File: src/rtl/mem_pkg.sv
// Shared types and default widths for the mem_burst_master sequencer and its watchdog.
package mem_pkg;

    localparam int unsigned DEF_DATA_WIDTH = 16;
    localparam int unsigned DEF_ADDR_WIDTH = 10;
    localparam int unsigned DEF_LEN_WIDTH  = DEF_ADDR_WIDTH + 1;
    localparam int unsigned DEF_N_OF_WORDS = 256;
    localparam int unsigned DEF_TIMEOUT    = 64;

    typedef enum logic {
        OP_READ,
        OP_WRITE
    } mem_op_e;

    typedef enum logic [2:0] {
        IDLE,
        FETCH,
        REQ,
        WAIT,
        PUSH,
        DONE
    } burst_state_e;

endpackage

File: src/rtl/mem_burst_master_wdog.sv
// Per-word transaction watchdog: loadable down-counter that flags expiry once it reaches zero.
module mem_burst_wdog #(
    parameter int unsigned TIMEOUT_CYCLES = 64
) (
    input  logic clk,
    input  logic rst_n,
    input  logic clr,
    input  logic load,
    input  logic en,
    output logic expired
);

    localparam int unsigned CW = $clog2(TIMEOUT_CYCLES + 1);
    // Loaded one short so expiry is seen on the TIMEOUT_CYCLES-th timed cycle.
    localparam logic [CW-1:0] LOAD_VAL = CW'(TIMEOUT_CYCLES - 1);

    logic [CW-1:0] count;

    always_ff @(posedge clk or negedge rst_n) begin
        if (!rst_n) begin
            count <= '0;
        end else if (clr) begin
            count <= '0;
        end else if (load) begin
            count <= LOAD_VAL;
        end else if (en && (count != '0)) begin
            count <= count - 1'b1;
        end
    end

    assign expired = (count == '0);

endmodule

File: src/rtl/mem_burst_master.sv
// Burst sequencer in front of memx: splits one command into single-word mem_rd/mem_wr requests.
module mem_burst_master
    import mem_pkg::*;
#(
    parameter int unsigned RAM_DATA_WIDTH = DEF_DATA_WIDTH,
    parameter int unsigned RAM_ADDR_WIDTH = DEF_ADDR_WIDTH,
    parameter int unsigned RAM_N_OF_WORDS = DEF_N_OF_WORDS,
    parameter int unsigned TIMEOUT_CYCLES = DEF_TIMEOUT
) (
    input  logic                      clk_i,
    input  logic                      rst_n_i,
    input  logic                      cmd_valid_i,
    output logic                      cmd_ready_o,
    input  logic                      cmd_op_i,
    input  logic [RAM_ADDR_WIDTH-1:0] cmd_addr_i,
    input  logic [RAM_ADDR_WIDTH:0]   cmd_len_i,
    input  logic                      wdt_valid_i,
    output logic                      wdt_ready_o,
    input  logic [RAM_DATA_WIDTH-1:0] wdt_data_i,
    output logic                      rdt_valid_o,
    input  logic                      rdt_ready_i,
    output logic [RAM_DATA_WIDTH-1:0] rdt_data_o,
    output logic                      done_o,
    output logic                      err_o,
    output logic                      mem_rd_o,
    output logic                      mem_wr_o,
    output logic [RAM_ADDR_WIDTH-1:0] mem_addr_o,
    output logic [RAM_DATA_WIDTH-1:0] mem_wdt_o,
    input  logic                      mem_busy_i,
    input  logic [RAM_DATA_WIDTH-1:0] mem_rdt_i,
    input  logic                      mem_wok_i
);

    localparam int unsigned AW = RAM_ADDR_WIDTH;
    localparam logic [AW:0] N_WORDS = (AW + 1)'(RAM_N_OF_WORDS);
    localparam logic [AW:0] LEN_ONE = (AW + 1)'(1);

    burst_state_e state;
    mem_op_e      op;
    logic [AW:0]  rem;
    logic         wok_seen;
    logic [AW:0]  end_addr;
    logic         range_ok;
    logic         wdog_clr, wdog_load, wdog_en, wdog_expired;

    // addr and len are bounded first so the AW+1-bit sum cannot wrap past N.
    always_comb begin
        end_addr = {1'b0, cmd_addr_i} + cmd_len_i;
        range_ok = ({1'b0, cmd_addr_i} < N_WORDS) && (cmd_len_i <= N_WORDS) && (end_addr <= N_WORDS);
    end

    always_comb begin
        wdog_clr  = (state == DONE);
        wdog_load = (state == IDLE) || (state == FETCH) || (state == PUSH);
        wdog_en   = (state == REQ) || (state == WAIT);
    end

    mem_burst_wdog #(
        .TIMEOUT_CYCLES(TIMEOUT_CYCLES)
    ) u_wdog (
        .clk    (clk_i),
        .rst_n  (rst_n_i),
        .clr    (wdog_clr),
        .load   (wdog_load),
        .en     (wdog_en),
        .expired(wdog_expired)
    );

    always_ff @(posedge clk_i or negedge rst_n_i) begin
        if (!rst_n_i) begin
            state       <= IDLE;
            op          <= OP_READ;
            rem         <= '0;
            wok_seen    <= 1'b0;
            cmd_ready_o <= 1'b0;
            wdt_ready_o <= 1'b0;
            rdt_valid_o <= 1'b0;
            rdt_data_o  <= '0;
            done_o      <= 1'b0;
            err_o       <= 1'b0;
            mem_rd_o    <= 1'b0;
            mem_wr_o    <= 1'b0;
            mem_addr_o  <= '0;
            mem_wdt_o   <= '0;
        end else begin
            cmd_ready_o <= 1'b0;
            wdt_ready_o <= 1'b0;
            done_o      <= 1'b0;
            err_o       <= 1'b0;
            case (state)
                IDLE: begin
                    cmd_ready_o <= !(cmd_valid_i && cmd_ready_o);
                    if (cmd_valid_i && cmd_ready_o) begin
                        op         <= cmd_op_i ? OP_WRITE : OP_READ;
                        mem_addr_o <= cmd_addr_i;
                        rem        <= cmd_len_i;
                        if (cmd_len_i == '0) begin
                            state  <= DONE;
                            done_o <= 1'b1;
                        end else if (!range_ok) begin
                            state  <= DONE;
                            done_o <= 1'b1;
                            err_o  <= 1'b1;
                        end else if (cmd_op_i) begin
                            state <= FETCH;
                        end else begin
                            state    <= REQ;
                            mem_rd_o <= 1'b1;
                        end
                    end
                end
                FETCH: begin
                    if (wdt_valid_i) begin
                        mem_wdt_o   <= wdt_data_i;
                        wdt_ready_o <= 1'b1;
                        mem_wr_o    <= 1'b1;
                        wok_seen    <= 1'b0;
                        state       <= REQ;
                    end
                end
                REQ: begin
                    if (wdog_expired) begin
                        mem_rd_o <= 1'b0;
                        mem_wr_o <= 1'b0;
                        done_o   <= 1'b1;
                        err_o    <= 1'b1;
                        state    <= DONE;
                    end else if (mem_busy_i) begin
                        mem_rd_o <= 1'b0;
                        mem_wr_o <= 1'b0;
                        state    <= WAIT;
                    end
                end
                WAIT: begin
                    if (wdog_expired) begin
                        done_o <= 1'b1;
                        err_o  <= 1'b1;
                        state  <= DONE;
                    end else if (mem_busy_i) begin
                        if (mem_wok_i) wok_seen <= 1'b1;
                    end else if (op == OP_READ) begin
                        rdt_data_o  <= mem_rdt_i;
                        rdt_valid_o <= 1'b1;
                        state       <= PUSH;
                    end else if (!(wok_seen || mem_wok_i)) begin
                        done_o <= 1'b1;
                        err_o  <= 1'b1;
                        state  <= DONE;
                    end else begin
                        mem_addr_o <= mem_addr_o + 1'b1;
                        rem        <= rem - 1'b1;
                        if (rem != LEN_ONE) begin
                            state <= FETCH;
                        end else begin
                            done_o <= 1'b1;
                            state  <= DONE;
                        end
                    end
                end
                PUSH: begin
                    if (rdt_ready_i) begin
                        rdt_valid_o <= 1'b0;
                        mem_addr_o  <= mem_addr_o + 1'b1;
                        rem         <= rem - 1'b1;
                        if (rem != LEN_ONE) begin
                            mem_rd_o <= 1'b1;
                            state    <= REQ;
                        end else begin
                            done_o <= 1'b1;
                            state  <= DONE;
                        end
                    end
                end
                DONE: begin
                    cmd_ready_o <= 1'b1;
                    state       <= IDLE;
                end
                default: state <= IDLE;
            endcase
        end
    end

endmodule

File: config.mk
export PLATFORM = sky130hd
export DESIGN_NAME = mem_burst_master
export DESIGN_NICKNAME = d
export VERILOG_FILES = /design/src/rtl/mem_pkg.sv /design/src/rtl/mem_burst_master_wdog.sv /design/src/rtl/mem_burst_master.sv
export SDC_FILE = /design/constraint.sdc
export NUM_CORES = 1
export LEC_CHECK = 0
export BUFFER_PORTS_ARGS = -buffer_cell sky130_fd_sc_hd__buf_2
export CORE_MARGIN = 2
export CORE_UTILIZATION = 43
export DETAILED_ROUTE_END_ITERATION = 10
export PLACE_DENSITY = 0.67
export SYNTH_ARGS = -nofsm -noshare
export SYNTH_HDL_FRONTEND = slang
export SYNTH_SLANG_ARGS = --single-unit
File: constraint.sdc
create_clock -name clk_i -period 2.6 [get_ports clk_i]
set_input_delay 0.78 -clock clk_i [delete_from_list [all_inputs] [get_ports clk_i]]
set_output_delay 0.78 -clock clk_i [all_outputs]
set_load 0.02 [all_outputs]
Yosys cells after proc, flatten, opt, wreduce, memory -nomap -nowiden:

Cells that the tools add are included.

* bits of input ports: 61
* logic and storage cells: 150
* register bits after elaboration: 72

* mux-type cells: 75
* order comparisons: 3
* $add $sub $neg: 4
* equal/unequal tests: 22
* bitwise operators: 3
* reductions and logical operators: 28

Operator list (number)
* two-way mux 11 bit: 6
* two-way mux 10 bit: 6
* two-way mux 3 bit: 13
* two-way mux 1 bit: 36
* case mux 11 bit (3 select lines): 1
* case mux 10 bit (3 select lines): 1
* <= comparator 11 x 9 -> 1 bit (second input constant): 2
* != test 2 bit (second input constant): 11
* two-way mux 7 bit: 3
* case mux 3 bit (5 select lines): 1
* AND reduction 5 bit: 3
* adder 10 x 11 -> 11 bit: 1
* logical NOT 11 bit: 1
* != test 11 x 1 -> 1 bit (second input constant): 1
* subtractor 11 x 1 -> 11 bit (second input constant): 1
* adder 10 x 1 -> 10 bit (second input constant): 1
* < comparator 10 x 9 -> 1 bit (second input constant): 1
* nonzero test 3 bit: 3
* case mux 1 bit (2 select lines): 4
* AND reduction 8 bit: 1
* logical NOT 7 bit: 1
* AND reduction 7 bit: 1
* nonzero test 7 bit: 1
* subtractor 7 x 1 -> 7 bit (second input constant): 1
* other kinds (17): 34

Depth between registers and ports, before layout:

* word-level depth: 7
* mapped depth: 10
* gate-level depth less buffers: 9

Modules after synthesis:

From an unflattened synthesis, not the netlist that was laid out.

* cells, all modules: 433
* area, all modules: 4187.8 um^2

By module, submodules not included
* mem_burst_master: area each 3737.3 um^2, cells each 388, instances 1, seq. area each 1626.6 um^2
* mem_burst_wdog: area each 450.4 um^2, cells each 45, instances 1, seq. area each 175.2 um^2

Worst setup path before layout:

No wires, ideal clock.

* path kind: input to register
* start: in cmd_addr_i[0]
* end: reg state[0]
* stages on the path: 9
* library setup time: 0.124 ns
* data arrival time: 3.022 ns
* path slack: -0.546 ns
* data required time: 2.476 ns
* cell sequence: ha_1 fa_1 a211o_1 xnor2_1 a41oi_1 o211ai_2 a21oi_1 or4_1 a211o_1

* cells in the longest elaborated chain, start to end: 7
* elaborated cells on any way between the ends: 9

RTL lines
* from (decl): RTL line mem_burst_master.sv:15 `input logic [RAM_ADDR_WIDTH-1:0] cmd_addr_i,`
* adder 10 x 11 -> 11 bit / < comparator 10 x 9 -> 1 bit (equally long branches): RTL line mem_burst_master.sv:48, mem_burst_master.sv:49
* <= comparator 11 x 9 -> 1 bit / logical AND 1 bit (equally long branches): RTL line mem_burst_master.sv:49 `range_ok = ({1'b0, cmd_addr_i} < N_WORDS) && (cmd_len_i <= N_WORDS) && (end_addr <= N_WORDS);`
* logical AND 1 bit (*): RTL line mem_burst_master.sv:49
* two-way mux 3 bit (*): RTL line mem_burst_master.sv:100 `end else if (!range_ok) begin`
* two-way mux 3 bit (*): RTL line mem_burst_master.sv:97 `if (cmd_len_i == '0) begin`
* two-way mux 3 bit (*): RTL line mem_burst_master.sv:93 `if (cmd_valid_i && cmd_ready_o) begin`
* case mux 3 bit (5 select lines) (*): RTL line mem_burst_master.sv:90 `case (state)`
* to (signal assigned): RTL line mem_burst_master.sv:98 `state <= DONE;`
* to (signal assigned): RTL line mem_burst_master.sv:101 `state <= DONE;`
* to (signal assigned): RTL line mem_burst_master.sv:105 `state <= FETCH;`
* to (decl): RTL line mem_burst_master.sv:38 `burst_state_e state;`

Mark *: on every way between the ends. The rest lies on a longest branch, timed or not. The select of a mux whose other input is x is not followed.
A chain may end at the register's enable or synchronous reset.

Final worst setup path:

Same ends and word-level chain as after synthesis.

==> impl_metrics.tcl <==
set metrics [dict create \
    status "complete, but fails checks" \
    failed_checks "setup timing" \
    ys_ff_latch 72 \
    cp.required_ps 2840 \
    wl_um 11140 \
    clk_pin_slew_ps 80 \
    synthCells 427 \
    startpoint "cmd_addr_i[0]" \
    cts_buffer_depth 2 \
    r2r-end "state[0]$_DFFE_PN0P_" \
    hold_path.class "in -> async" \
    ys.warnings.count 0 \
    reg2reg_from "rem[3]$_DFFE_PN0P_" \
    fin_crit_ps 2873 \
    diodes 0 \
    yosys.area_share.simple_pct 16.69 \
    first_pass_iters 5 \
    p_sw_share_pct 44.11 \
    power_density_nw_per_um2 1086 \
    die_w_um 101.4 \
    ant_nets 0 \
    placed_cells 695 \
    async_reset_ff_share_pct 100.0 \
    seq_power_share_pct 34.0 \
    die_y_um 101.4 \
    muxShareOfSynthArea_pct 9.359 \
    pin_count 110 \
    cp-start-kind "primary input" \
    arrival_ps 3110 \
    synth_edf_count 0 \
    stdcell_count 714 \
    yosys.area_share.adder_pct 4.787 \
    path_class "in -> reg" \
    antenna_found_initial 0 \
    routed_via_density 5.508 \
    pre_cts_slack_ps -716.2 \
    hold_viol 0 \
    routedWlPerCell_um 15.60 \
    synth_top_family_by_area "compound AO/OA/AOI/OAI gates" \
    syn_area_per_cell_um2 9.550 \
    drive_gt1_share_pct 40.68 \
    stdcell_area_um2 5468 \
    rsz0062_at_grt "yes" \
    synth_area_leaders "dfrtp_1 44%, mux2_2 9.1%, a21oi_1 4.9%" \
    place_area_um2 5111 \
    fin_ws_ps -273.2 \
    grt_overflow 0 \
    synthXorXnorAreaFrac_pct 2.148 \
    ys_types 57 \
    root_buffer "clkbuf_8" \
    clockPowerShare_pct 15.7 \
    cts_tree "built" \
    grt_max_degree 46 \
    slew_violations 0 \
    coreArea_um2 9240 \
    relSlewSlack_pct 21.84 \
    port_buffers 109 \
    synth-seq-area-share_pct 44.19 \
    max_freq_mhz 348.0 \
    tns_ps -964.0 \
    synth_compound_area_share_pct 19.67 \
    grt_pass1_wl_um 18150 \
    critPathMaxStageDelay_ps 480 \
    period_share_pct 110.5 \
    cp_slowest_cell "or4_1" \
    drc_errors 0 \
    worstPathMaxFanout 3 \
    p_switching_w 0.002619 \
    power_leakage_nw 2.487 \
    p_int_w 0.003317 \
    grt_pass1_vias 3921 \
    drt-initial-drc-count 167 \
    layout.nets 656 \
    die-area_um2 10280 \
    vias 3933 \
    clk_latency_ps 350 \
    ff2ff_path_depth 6 \
    groute.usage.overall_pct 22.21 \
    endpoint_kind "flop" \
    crit_chain "buf_8 -> ha_4 -> fa_2 -> a211o_4 -> xnor2_2 -> a41oi_2 -> o211ai_2 -> a21oi_2 -> or4_1 -> a211o_1" \
    clock_sink_count 72 \
    dp_hpwl_um 8216 \
    htree_levels 3 \
    tightest_slew_ps 1172 \
    rrSetupSlack_ps 150 \
    rows 35 \
    areaGrowthSynthToFinish_pct 34.09 \
    syn_area_um2 4078 \
    synth_most_common_cell "dfrtp_1" \
    ir_worst_vdd_mv 0.5954 \
    synth_top_cells_by_count "72 x dfrtp_1, 40 x a21oi_1, 38 x nor2_1" \
    setup_violations 6 \
    finalClockSkew_ps 6.342 \
    synth_largest_area_cell "dfrtp_1" \
    pwr-share-comb_pct 50.3 \
    final_util_pct 59.17 \
    numCtsBuffers 9 \
    start_util_pct 44.13 \
    maxCapViolations 0 \
    synth_top_area_share_pct 44.19 \
    ys.flop_type "dfrtp_1" \
    syn-num-nets 503 \
    gp_congestion 0.9058 \
]
routing by layer:
layer  track usage, %  vias up  share of wire [%]
met1            27.72     1875                 43
met5                0        -                  0
met3            4.141       32                5.4
met2            38.26      149                 49
met4            8.420        0                3.0
li1                 -     1877                  -
kinds of logic after synthesis:
group                    after synthesis
AND/OR/NAND/NOR                      141
AO/OA/AOI/OAI                        125
flip-flops                            72
multiplexers                          34
buffers and inverters                 30
adder cells (fa/ha/maj)               15
XOR/XNOR                              10
worst max path at each step:
stage | depth (start not counted) | slack [ps] | end
3_3_place_gp | 10 | -620 | state[0]$_DFFE_PN0P_
6_report | 10 | -270 | state[0]$_DFFE_PN0P_
3_5_place_dp | 10 | -720 | state[0]$_DFFE_PN0P_
2_1_floorplan | 9 | -450 | state[0]$_DFFE_PN0P_
4_1_cts | 10 | -260 | state[0]$_DFFE_PN0P_
5_1_grt | 10 | -340 | state[0]$_DFFE_PN0P_
cells in the final DEF, fill, tap and decap left out, types with 5 or more instances in the layout:
| cell | instances |
|---|---|
| clkbuf_8 | 9 |
| or3_1 | 5 |
| nand3_1 | 13 |
| nor3_1 | 17 |
| a21o_1 | 5 |
| buf_4 | 54 |
| dfrtp_1 | 72 |
| o22ai_1 | 6 |
| a22oi_1 | 5 |
| buf_2 | 106 |
| inv_1 | 9 |
| o21ai_0 | 31 |
| mux2_2 | 33 |
| xnor2_1 | 5 |
| ha_1 | 10 |
| a21oi_1 | 38 |
| nor2_1 | 38 |
| nand2_1 | 35 |
critical path, delay by kind of cell:
kind / cells / cell delay [ps]
fa+ha+maj: 2 / 530
xor+xnor: 1 / 150
simple gates: 1 / 480
buf+inv: 1 / 100
compound gates: 5 / 1070
area by class of cell:
cell class | instances | area (um^2)
well taps | 129 | 161.4
clock buffers | 9 | 123.9
repair buffers | 163 | 982.2
inverters | 9 | 33.78
flip-flops and latches | 72 | 1802
multi-input cells | 325 | 2287
clock inverters | 7 | 77.57
fillers | 841 | 3772
power groups by stage:
| stage | sequential [W] | combinational, W | clock (W) |
|---|---|---|---|
| 3_5_place_dp | 0.00203 | 0.00293 | 0 |
| 4_1_cts | 0.00201 | 0.00297 | 0.000955 |
| 5_1_grt | 0.00209 | 0.00330 | 0.00100 |
| 6_report | 0.00202 | 0.00299 | 0.000933 |
| 3_3_place_gp | 0.00200 | 0.00287 | 0 |
| 2_1_floorplan | 0.00244 | 0.00150 | 0 |
stage by stage:
stage          hold WS, ps  power [W]
6_report             356.5   0.005936
2_1_floorplan        461.3   0.003937
3_3_place_gp         483.1   0.004873
3_5_place_dp         487.9   0.004966
5_1_grt              389.2   0.006386
4_1_cts              364.3   0.005939
flip-flops by register name, indices dropped and copies added, names as in the netlist:
| register | flops |
|---|---|
| mem_wdt_o | 16 |
| wok_seen | 1 |
| u_wdog.count | 7 |
| cmd_ready_o | 1 |
| mem_rd_o | 1 |
| op | 1 |
| mem_addr_o | 10 |
| wdt_ready_o | 1 |
| rdt_data_o | 16 |
| mem_wr_o | 1 |
| state | 3 |
| rdt_valid_o | 1 |
| rem | 11 |
| done_o | 1 |
| err_o | 1 |
repair_timing:
action / in CTS / in global routing
resized for setup: 15 / 11
endpoints found under the setup margin: 6 / 6
pin swaps: 6 / 11
hold buffers: 0 / 0
setup buffers: 2 / 1
cloned: 0 / 0
No activity file was read; power rests on OpenSTA's default activity.
